$ cat config.mk
export PLATFORM = sky130hd
export DESIGN_NAME = reset_sequencer
export DESIGN_NICKNAME = d
export VERILOG_FILES = /design/src/rtl/reset_sequencer.sv
export SDC_FILE = /design/constraint.sdc
export NUM_CORES = 1
export LEC_CHECK = 0
export CAP_MARGIN = 20
export CORE_MARGIN = 2
export CORE_UTILIZATION = 40
export CTS_BUF_LIST = sky130_fd_sc_hd__clkbuf_16
export CTS_CLUSTER_DIAMETER = 100
export DETAILED_ROUTE_END_ITERATION = 16
export PLACE_DENSITY = 0.68
export SETUP_SLACK_MARGIN = 0.05
export SYNTH_ARGS = -nofsm -noshare
export SYNTH_HDL_FRONTEND = slang
export SYNTH_SLANG_ARGS = --single-unit
export TNS_END_PERCENT = 5
$ cat constraint.sdc
create_clock -name clk -period 3.43 [get_ports clk]
set_clock_uncertainty 0.1 [all_clocks]
set_input_delay 0.5145 -clock clk [delete_from_list [all_inputs] [get_ports clk]]
set_output_delay 0.5145 -clock clk [all_outputs]
set_load 0.01 [all_outputs]
$ cat src/rtl/reset_sequencer.sv
// reset_sequencer
//   Single-domain reset conditioner and staged release sequencer. Resets
//   are asserted asynchronously by rstn. They are released synchronously,
//   one channel at a time in index order, STAGE_DELAY clocks apart. Release
//   only starts once the board reset request has been clean for
//   FILTER_CYCLES clocks and the clock generator reports lock.
//
// Ports
//   clk            domain clock
//   rstn           asynchronous active-low reset
//   reset_req      async active-high external reset request
//   locked         async clock-generator lock indicator
//   sw_reset       synchronous single-cycle software reset request
//   rstn_out       active-low channel resets, driven straight from flops
//   ready          high once every channel has been released
//   lock_loss_cnt  saturating count of lock losses seen outside HOLD

// Plain flop-chain synchroniser with a selectable reset value.
module reset_sequencer_sync #(
    parameter int   STAGES  = 2,
    parameter logic RST_VAL = 1'b0
) (
    input  logic clk,
    input  logic rstn,
    input  logic d,
    output logic q
);
    logic [STAGES-1:0] chain_q;
    logic [STAGES-1:0] chain_d;

    always_comb begin
        chain_d = {chain_q[STAGES-2:0], d};
    end

    always_ff @(posedge clk or negedge rstn) begin
        if (!rstn) chain_q <= {STAGES{RST_VAL}};
        else       chain_q <= chain_d;
    end

    assign q = chain_q[STAGES-1];
endmodule

module reset_sequencer #(
    parameter int NUM_CHANNELS  = 2,
    parameter int SYNC_STAGES   = 2,
    parameter int FILTER_CYCLES = 16,
    parameter int STAGE_DELAY   = 64
) (
    input  logic                    clk,
    input  logic                    rstn,
    input  logic                    reset_req,
    input  logic                    locked,
    input  logic                    sw_reset,
    output logic [NUM_CHANNELS-1:0] rstn_out,
    output logic                    ready,
    output logic [7:0]              lock_loss_cnt
);
    localparam int FILT_W = $clog2(FILTER_CYCLES + 1);
    localparam int DLY_W  = $clog2(STAGE_DELAY + 1);
    localparam int IDX_W  = (NUM_CHANNELS > 1) ? $clog2(NUM_CHANNELS) : 1;

    typedef enum logic [1:0] {
        HOLD      = 2'd0,
        WAIT_LOCK = 2'd1,
        RELEASE   = 2'd2,
        RUN       = 2'd3
    } state_t;

    logic req_sync;
    logic locked_sync;

    // Request syncs to 1 under reset so the filter cannot count until the
    // real input has propagated; lock syncs to 0 so it must be seen first.
    reset_sequencer_sync #(.STAGES(SYNC_STAGES), .RST_VAL(1'b1)) u_req_sync (
        .clk (clk),
        .rstn(rstn),
        .d   (reset_req),
        .q   (req_sync)
    );

    reset_sequencer_sync #(.STAGES(SYNC_STAGES), .RST_VAL(1'b0)) u_lock_sync (
        .clk (clk),
        .rstn(rstn),
        .d   (locked),
        .q   (locked_sync)
    );

    state_t                  state_q,       state_d;
    logic [FILT_W-1:0]       filt_q,        filt_d;
    logic [DLY_W-1:0]        dly_q,         dly_d;
    logic [IDX_W-1:0]        idx_q,         idx_d;
    logic [NUM_CHANNELS-1:0] rstn_out_q,    rstn_out_d;
    logic                    ready_q,       ready_d;
    logic [7:0]              cnt_q,         cnt_d;
    logic                    locked_prev_q, locked_prev_d;

    logic filt_ok;
    logic lock_fall;
    logic abort;

    always_comb begin
        filt_ok   = (filt_q == FILT_W'(FILTER_CYCLES));
        lock_fall = locked_prev_q & ~locked_sync;
        abort     = (state_q != HOLD) && (req_sync || sw_reset || lock_fall);

        locked_prev_d = locked_sync;
        state_d       = state_q;
        dly_d         = dly_q;
        idx_d         = idx_q;
        rstn_out_d    = rstn_out_q;
        ready_d       = ready_q;
        cnt_d         = cnt_q;

        // Filter runs in every state; only the HOLD exit looks at it.
        filt_d = filt_q;
        if (req_sync || sw_reset) filt_d = '0;
        else if (!filt_ok)        filt_d = filt_q + 1'b1;

        if (lock_fall && (state_q != HOLD) && (cnt_q != 8'hFF))
            cnt_d = cnt_q + 8'd1;

        if (abort) begin
            // Abort outranks a release scheduled on the same edge.
            state_d    = HOLD;
            rstn_out_d = '0;
            ready_d    = 1'b0;
            idx_d      = '0;
            dly_d      = '0;
            filt_d     = '0;
        end else begin
            case (state_q)
                HOLD: begin
                    rstn_out_d = '0;
                    ready_d    = 1'b0;
                    // A request arriving right as the filter saturates
                    // restarts the filter rather than leaking through.
                    if (filt_ok && !req_sync && !sw_reset) state_d = WAIT_LOCK;
                end
                WAIT_LOCK: begin
                    idx_d = '0;
                    dly_d = '0;
                    if (locked_sync) state_d = RELEASE;
                end
                RELEASE: begin
                    if (dly_q == DLY_W'(STAGE_DELAY - 1)) begin
                        dly_d = '0;
                        idx_d = idx_q + 1'b1;
                        for (int i = 0; i < NUM_CHANNELS; i++)
                            if (idx_q == IDX_W'(i)) rstn_out_d[i] = 1'b1;
                        if (idx_q == IDX_W'(NUM_CHANNELS - 1)) begin
                            ready_d = 1'b1;
                            state_d = RUN;
                        end
                    end else begin
                        dly_d = dly_q + 1'b1;
                    end
                end
                RUN: ;
                default: state_d = HOLD;
            endcase
        end
    end

    always_ff @(posedge clk or negedge rstn) begin
        if (!rstn) begin
            state_q       <= HOLD;
            filt_q        <= '0;
            dly_q         <= '0;
            idx_q         <= '0;
            rstn_out_q    <= '0;
            ready_q       <= 1'b0;
            cnt_q         <= '0;
            locked_prev_q <= 1'b0;
        end else begin
            state_q       <= state_d;
            filt_q        <= filt_d;
            dly_q         <= dly_d;
            idx_q         <= idx_d;
            rstn_out_q    <= rstn_out_d;
            ready_q       <= ready_d;
            cnt_q         <= cnt_d;
            locked_prev_q <= locked_prev_d;
        end
    end

    assign rstn_out      = rstn_out_q;
    assign ready         = ready_q;
    assign lock_loss_cnt = cnt_q;
endmodule

* Yosys cells after proc, flatten, opt, wreduce, memory -nomap -nowiden
Index checks and enable logic that the tools add are counted.
Word-level totals: bits in registers 31, output and inout port bits 11, word-level logic and storage cells 69
Operators by class: add/subtract/negate cells 4, equal/unequal tests 11, mux-type cells 23, bitwise operators 2, reductions and logical operators 18
Operator list (number):
- 5-bit two-way mux | 3
- 2-bit two-way mux | 7
- 7-bit two-way mux | 2
- 7-bit one-hot mux with 2 select lines | 1
- 3-bit != test (second input constant) | 4
- 8-bit by 1-bit adder with 8-bit output (second input constant) | 1
- 8-bit != test (second input constant) | 1
- 7-bit by 1-bit adder with 7-bit output (second input constant) | 1
- 7-bit by 6-bit equality test with 1-bit output (second input constant) | 1
- 1-bit two-way mux | 6
- 2-bit one-hot mux with 3 select lines | 1
- 3-bit AND reduction | 2
- 3-bit nonzero test | 2
- 5-bit by 1-bit adder with 5-bit output (second input constant) | 1
- 5-bit equality test (second input constant) | 1
- 1-bit logical AND | 5
- 5-bit AND reduction | 1
- 1-bit one-hot mux with 2 select lines | 2
- 2-bit one-hot mux with 2 select lines | 1
- 4-bit nonzero test | 1
- 3-bit by 1-bit != test with 1-bit output (second input constant) | 1
- 3-bit by 2-bit != test with 1-bit output (second input constant) | 1
- 2-bit by 1-bit equality test with 1-bit output (second input constant) | 1
- 2-bit equality test (second input constant) | 1
- other kinds (8) | 10

* Depth between registers and ports, before layout
Gate-level depths: netlist (run 1).
word-level depth 6, mapped depth 6, mapped depth without buffers 6

* By module
A second synthesis (run 1) with hierarchy kept.
Unflattened totals: cell total of the unflattened synthesis 140, area, all modules 1491.4 µm²
By module, submodules not included:
- reset_sequencer | instances 1, cells each 136, area each 1388.8 µm², sequential area each 650.6 µm²
- reset_sequencer_sync (u_req_sync) | instances 1, cells each 2, area each 52.6 µm², sequential area each 52.6 µm²
- reset_sequencer_sync (u_lock_sync) | instances 1, cells each 2, area each 50.0 µm², sequential area each 50.0 µm²

* Worst setup path before layout (run 1)
No wires, ideal clock.
path type reg2reg, start point register cnt_q[0] (netlist: lock_loss_cnt[0]), end point register cnt_q[1] (netlist: lock_loss_cnt[1]), data arrival time 1639 ps, setup slack 1567 ps, stages on the path, launching flop included 5, period minus slack after synthesis 1863 ps, cells stage by stage dfrtp_1 -> ha_1 -> and2_1 -> a311oi_4 -> mux2_2
On the way: word-level cells in the longest chain between the ends 2, elaborated cells on any way between the ends 3
RTL lines:
- start: declaration | RTL line 94 | logic [7:0] cnt_q, cnt_d;
- start signal: assignment | RTL line 181 | cnt_q <= cnt_d;
- branches (longest 2 deep; another with 8-bit by 1-bit adder with 8-bit output)
Parallel ways; which one is timed is not known. A chain may end at the register's enable or synchronous reset.

* Final worst setup path (run 1)
start point register state_q[0], end point register state_q[1]
On the way: word-level cells in the longest chain between the ends 4, elaborated cells on any way between the ends 13
RTL lines:
- start: declaration | RTL line 88 | state_t state_q, state_d;
- start signal: assignment | RTL line 175 | state_q <= state_d;
- 2-bit nonzero test | RTL line 104 | abort = (state_q != HOLD) && (req_sync || sw_reset || lock_fall);
- 1-bit logical AND | RTL line 104
- 3-bit by 2-bit != test with 1-bit output (no source line) (tied with other cells)
- 5-bit AND reduction (no source line)
Several ways; a longest one is shown, not always the timed one.

==> results.py, run 1 <==
metrics = {
    "place": {
        "dp_worst_setup_slack_ns": 1.22,
        "gpl.final_weighted_congestion": 0.797,
        "placedInstanceArea_mm2": 0.00171,
        "detailed_placer_s_ending_hpwl_mm": 1.97,
        "dpl.cell_count": 198,
        "port_buffers": 15,
    },
    "worst_hold_path": {
        "hold-path-endpoint": "u_lock_sync.chain_q[1]",
        "min_path_type": "register to register",
        "timing.hold.worst_path_depth": 0,
        "hold_start": "u_lock_sync.chain_q[0]",
    },
    "timing": {
        "worst-slew-pin-transition_ns": 0.530,
        "maxSlewViolCount": 0,
        "rsz0062_at_grt": "no",
        "post-route-period-util_pct": 58.3,
        "hold_ws_ns": 0.253,
        "setup-tns-final_ns": 0,
        "final_hold_viol_count": 0,
        "fmaxAchievable_mhz": 500,
        "post-route-worst-setup-slack_ns": 1.43,
        "min_period_ns": 2.00,
        "finalSetupViolations": 0,
        "max_slew_margin_pct": 64.6,
    },
    "synth": {
        "yosys_warnings": 0,
        "postSynthNetCount": 148,
        "synth_seq_area_share_pct": 50.1,
        "syn_avg_cell_area_um2": 11.0,
        "yosys_register_bits": 30,
        "synth_cells": 136,
        "synth_cell_types": 42,
        "mappedNetlistArea_mm2": 0.00150,
    },
    "cts": {
        "cts_resized": 0,
        "htreeDepth": 2,
        "postCtsSetupRepairBufs": 0,
        "holdBufCountCts": 0,
        "clk_path_buf_depth": 2,
        "path_clk_slew_ns": 0.05,
        "clk-insertion-delay-late_ns": 0.28,
        "cts-root-buf": "sky130_fd_sc_hd__clkbuf_16",
        "tritoncts_clock_tree": "built",
        "cts_inserted_buffers": 5,
        "clock_sink_count": 30,
    },
    "grt": {
        "grt_start_max_net_pins": 31,
        "grt_pass1_wl_mm": 5.06,
        "grt-ovfl-total": 0,
        "first_global_vias": 1133,
        "number_of_antenna_violations_at_the_first_check_in_global_routing": 0,
        "grt_use_total_pct": 16.1,
    },
    "worst_setup_path": {
        "critPathLaunchType": "register",
        "critical_path_class": "register to register",
        "worstPathArrival_ns": 2.10,
        "critical_path.endpoint_type": "register",
        "ff2ff_setup_slack_ns": 1.43,
        "regToRegEndpoint": "state_q[1]",
        "timing.reg2reg.worst_path_depth": 6,
        "critPathMaxFanout": 16,
        "required_ns": 3.53,
        "worstReg2RegStart": "state_q[0]",
    },
    "floorplanning": {
        "floorplan.initialDensity_pct": 41.4,
        "floorplan.die_area_mm2": 0.00426,
        "core_footprint_mm2": 0.00363,
        "die-height_um": 65.3,
        "fp-row-count": 22,
        "floorplan.die.width_um": 65.3,
        "num_io_pins": 16,
    },
    "drt": {
        "route.detailed.vias_per_inst": 5.25,
        "first_pass_iters": 6,
        "dr_total_vias": 1082,
        "met2_length_mm": 1.35,
        "sum_of_routed_wire_segments_on_met1_mm": 1.34,
        "met3_wirelength_um": 134,
        "drt-total-wl_mm": 2.88,
        "postRouteAntennaNets": 0,
        "top_layer": "met4",
        "routed_length_per_placed_instance_um": 14.0,
        "detailedRoute.firstIterationViolations": 40,
        "drcViolationCount": 0,
    },
    "final_layout": {
        "fraction_of_layout_cells_with_a_size_suffix_above_1_pct": 12.7,
        "multi_input_gate_area_in_the_final_layout_um2": 689,
        "finish.cell_count_without_fillers": 206,
        "finalNetCount": 169,
        "layout.cells.most_common": "sky130_fd_sc_hd__dfrtp_1",
        "postLayoutCellArea_mm2": 0.00185,
        "diodes": 0,
        "register_area_um2": 753,
        "layout.cells.most_common_list": "sky130_fd_sc_hd__dfrtp_1 (28), sky130_fd_sc_hd__clkdlybuf4s50_1 (15), sky130_fd_sc_hd__inv_1 (14), sky130_fd_sc_hd__nand3_1 (8)",
        "area.growth.synth_to_final_pct": 22.9,
        "fillerInstances": 345,
    },
    "run_status": {
        "outcome": "completed",
    },
    "power_and_ir_drop": {
        "powerDensity_mw_per_mm2": 682,
        "ir_worst_vdd_uv": 342,
        "total_leakage_power_nw": 0.807,
    },
    "run": {
        "timing.max_cap.violations": 0,
    },
}
-- registers in the layout (all words and copies together) (netlist names) --
| register | cells |
|---|---|
| lock_loss_cnt | 8 |
| u_req_sync.chain_q | 2 |
| rstn_out | 2 |
| filt_q | 5 |
| dly_q | 7 |
| u_lock_sync.chain_q | 2 |
| idx_q | 1 |
| locked_prev_q | 1 |
| state_q | 2 |
-- kinds of logic after synthesis --
group           after synthesis  share of synthesized area, %
simple gates                 41                          15.7
buf+inv                      15                          4.00
flops                        30                          50.1
fa+ha+maj                     7                          5.83
mux                           6                          4.16
compound gates               25                          13.2
xor+xnor                     12                          6.99
-- synthesized netlist by cell type, drive strengths merged --
cell type	number	area [µm²]
o2111a	1	11.3
nand4	4	25.0
a32oi	1	8.76
buf	1	7.51
inv	13	48.8
and4bb	1	12.5
o2111ai	2	17.5
or2	1	6.26
or3	2	12.5
xnor2	6	52.6
o21a	1	7.51
o22ai	2	12.5
a41oi	1	8.76
nor3	1	5.00
and3	2	12.5
clkbuf	1	3.75
xor2	6	52.6
nand3	8	40.0
nand2b	1	6.26
a21oi	3	15.0
o31ai	1	7.51
dfstp	2	52.6
mux2	2	22.5
and2	1	6.26
nor2b	2	12.5
a31o	2	17.5
o221ai	1	8.76
nor3b	1	7.51
dfrtp	28	701
a211oi	1	7.51
a311oi	1	26.3
a31oi	1	6.26
nand2	6	22.5
o21ai	5	28.8
and4	4	40.0
a22oi	2	15.0
nor2	7	26.3
ha	7	87.6
mux2i	4	40.0
-- per-stage QoR --
stage	power [mW]	util, %
2_1_floorplan	0.704	-
3_3_place_gp	0.830	47.0
3_5_place_dp	0.847	47.0
4_1_cts	1.27	50.8
5_1_grt	1.34	50.8
6_report	1.26	50.8
-- worst max path at each step --
stage	start	end	slack, ns	cells after the start
6_report	state_q[0]	state_q[1]	1.43	6
5_1_grt	state_q[0]	state_q[0]	1.29	6
4_1_cts	state_q[0]	state_q[1]	1.42	6
3_5_place_dp	sw_reset	filt_q[4]	1.22	5
3_3_place_gp	sw_reset	state_q[0]	1.28	5
2_1_floorplan	lock_loss_cnt[0]	lock_loss_cnt[1]	1.57	4
-- per-layer routing --
metal | up-vias | GRT usage (%)
li1 | 531 | -
met1 | 520 | 18.9
met2 | 25 | 25.5
met3 | 6 | 5.31
met4 | 0 | 9.38
met5 | - | 0
-- area by class of cell --
type                       count  area share [%]
tap                           48            3.25
sequential                    30            40.8
clock buffer                   5            6.78
timing repair buffer          16            8.54
clock inverter                 3           0.678
inverter                      13            2.64
multi-input combinational     91            37.3
-- critical path: stages (launching register included) --
cell                      delay, ns
sky130_fd_sc_hd__dfrtp_1       0.38
sky130_fd_sc_hd__inv_1         0.12
sky130_fd_sc_hd__ha_1          0.49
sky130_fd_sc_hd__mux2_2        0.25
sky130_fd_sc_hd__o31ai_1       0.06
sky130_fd_sc_hd__a32oi_1       0.29
sky130_fd_sc_hd__mux2i_1       0.23
-- power by group --
| part | internal [mW] | total [mW] | switching, mW | leakage (nW) |
|---|---|---|---|---|
| registers | 0.412 | 0.479 | 0.0672 | 0.393 |
| clock network | 0.261 | 0.416 | 0.154 | 0.0724 |
| logic | 0.163 | 0.364 | 0.201 | 0.342 |
Note: power is estimated with default switching activity, not from simulation.
==> inputs of run 2 (changes only) <==
==> constraint.sdc (replaced) <==
create_clock -name clk -period 2.1 [get_ports clk]
set_clock_uncertainty 0.1 [all_clocks]
set_input_delay 0.315 -clock clk [delete_from_list [all_inputs] [get_ports clk]]
set_output_delay 0.315 -clock clk [all_outputs]
set_load 0.01 [all_outputs]
==> run 2 against run 1 <==
  * Maximum frequency is 2.9% higher
  * Utilization increased by 0.72 points
  * Hold slack worse by 0.0068 ns
  * Register-to-register slack worse by 1.3 ns
  * Global-route usage shrank 0.73 points
  * Cell area increased by 1.4%
  * Critical path type unchanged
  * Critical endpoint is now lock_loss_cnt[1]
  * Highest routed layer unchanged
==> results.py, run 2 (synthesis gave the netlist of run 1 again) <==
metrics = {
    "place": {
        "port_buffers": 15,
        "gpl.final_weighted_congestion": 0.838,
        "placedInstanceArea_mm2": 0.00173,
        "detailed_placer_s_ending_hpwl_mm": 2.02,
    },
    "timing": {
        "finalSetupViolations": 0,
        "maxSlewViolCount": 0,
        "post-route-period-util_pct": 92.5,
        "max_slew_margin_pct": 70.6,
        "min_period_ns": 1.94,
        "final_hold_viol_count": 0,
        "rsz0062_at_grt": "no",
        "setup-tns-final_ns": 0,
        "worst-slew-pin-transition_ns": 0.441,
        "fmaxAchievable_mhz": 515,
    },
    "worst_setup_path": {
        "critical_path.cell_chain": "ha_1 -> and2_1 -> a311oi_4 -> mux2_2",
        "critPathMaxFanout": 8,
        "critical_path.top_delay_family": "flip-flops",
        "critPathLaunchType": "register",
        "crit_path_max_incr_delay_ns": 0.44,
        "worstPathArrival_ns": 2.00,
        "critical_path_class": "register to register",
        "required_ns": 2.15,
        "timing.critical_path.buf_inv": 0,
        "critical_path.endpoint_type": "register",
        "cpMaxStageDelayCell": "sky130_fd_sc_hd__dfrtp_1",
    },
    "floorplanning": {
        "fp-row-count": 22,
        "floorplan.initialDensity_pct": 41.4,
        "num_io_pins": 16,
        "core_footprint_mm2": 0.00363,
        "floorplan.die_area_mm2": 0.00426,
        "die-height_um": 65.3,
        "floorplan.die.width_um": 65.3,
    },
    "run": {
        "timing.max_cap.violations": 0,
    },
    "cts": {
        "cts_inserted_buffers": 5,
        "cts-root-buf": "sky130_fd_sc_hd__clkbuf_16",
        "postCtsSetupRepairBufs": 0,
        "path_clk_slew_ns": 0.05,
        "holdBufCountCts": 0,
        "clock_sink_count": 30,
        "cts_resized": 0,
        "htreeDepth": 2,
        "clk_path_buf_depth": 2,
        "clk-insertion-delay-late_ns": 0.27,
        "tritoncts_clock_tree": "built",
    },
    "final_layout": {
        "finish.utilization_pct": 51.5,
        "largest_register_ffs": 8,
        "layout.cells.most_common_list": "sky130_fd_sc_hd__dfrtp_1 (28), sky130_fd_sc_hd__clkdlybuf4s50_1 (15), sky130_fd_sc_hd__inv_1 (13), sky130_fd_sc_hd__nand3_1 (8)",
        "finalNetCount": 172,
        "area.growth.synth_to_final_pct": 24.6,
        "fraction_of_layout_cells_with_a_size_suffix_above_1_pct": 14.9,
        "layout.cells.most_common": "sky130_fd_sc_hd__dfrtp_1",
        "postLayoutCellArea_mm2": 0.00187,
        "fillerInstances": 326,
        "diodes": 0,
    },
    "grt": {
        "number_of_antenna_violations_at_the_first_check_in_global_routing": 0,
        "grt_use_total_pct": 15.3,
        "grt_start_max_net_pins": 31,
        "grt-ovfl-total": 0,
        "first_global_vias": 1151,
        "grt_pass1_wl_mm": 5.02,
    },
    "power_and_ir_drop": {
        "powerDensity_mw_per_mm2": 1110,
        "total_leakage_power_nw": 0.817,
        "ir_worst_vdd_uv": 696,
    },
    "run_status": {
        "outcome": "completed",
    },
    "drt": {
        "drcViolationCount": 0,
        "routed_length_per_placed_instance_um": 13.5,
        "postRouteAntennaNets": 0,
        "drt-total-wl_mm": 2.83,
        "first_pass_iters": 4,
        "detailedRoute.firstIterationViolations": 69,
        "dr_total_vias": 1109,
        "route.detailed.vias_per_inst": 5.31,
    },
    "worst_hold_path": {
        "min_path_type": "register to register",
    },
}
-- run 2: metal layers --
layer	GRT usage (%)	up-vias	wire [µm]
li1	-	539	-
met1	18.6	535	1330
met2	24.0	29	1330
met3	4.62	6	129
met4	9.11	0	37
met5	0	-	0
-- run 2: final cells by class --
| class | count | area (µm²) | area share, % |
|---|---|---|---|
| clock inverters | 3 | 16.3 | 0.868 |
| flip-flops and latches | 30 | 753 | 40.2 |
| repair buffers | 19 | 180 | 9.62 |
| clock buffers | 5 | 125 | 6.68 |
| inverters | 13 | 48.8 | 2.61 |
| well taps | 48 | 60.1 | 3.21 |
| multi-input cells | 91 | 689 | 36.8 |
-- run 2: power by group --
group / internal (mW) / switching (mW) / total, mW
sequential: 0.673 / 0.107 / 0.781
clock: 0.431 / 0.235 / 0.666
combinational: 0.290 / 0.335 / 0.624
-- run 2: worst paths after layout --
path	start	end	slack [ns]	cells after the start
max reg2reg	lock_loss_cnt[0]	lock_loss_cnt[1]	0.16	4
min	u_lock_sync.chain_q[0]	u_lock_sync.chain_q[1]	0.25	0
min reg2reg	u_lock_sync.chain_q[0]	u_lock_sync.chain_q[1]	0.25	0
min in group asynchronous	rstn	filt_q[2]	0.33	2
max in group asynchronous	rstn	u_req_sync.chain_q[0]	1.25	2
max	lock_loss_cnt[0]	lock_loss_cnt[1]	0.16	4
-- run 2: through the flow --
stage / hold slack, ns / power, mW / setup WS, ns / cells
after floorplan: -0.0806 / 1.15 / 0.237 / 136
after global placement: 0.233 / 1.38 / 0.155 / 201
after detailed placement: 0.238 / 1.41 / 0.0583 / 201
after CTS: 0.249 / 2.09 / 0.127 / 209
after global routing: 0.257 / 2.19 / 0.0775 / 209
final: 0.247 / 2.07 / 0.157 / 209
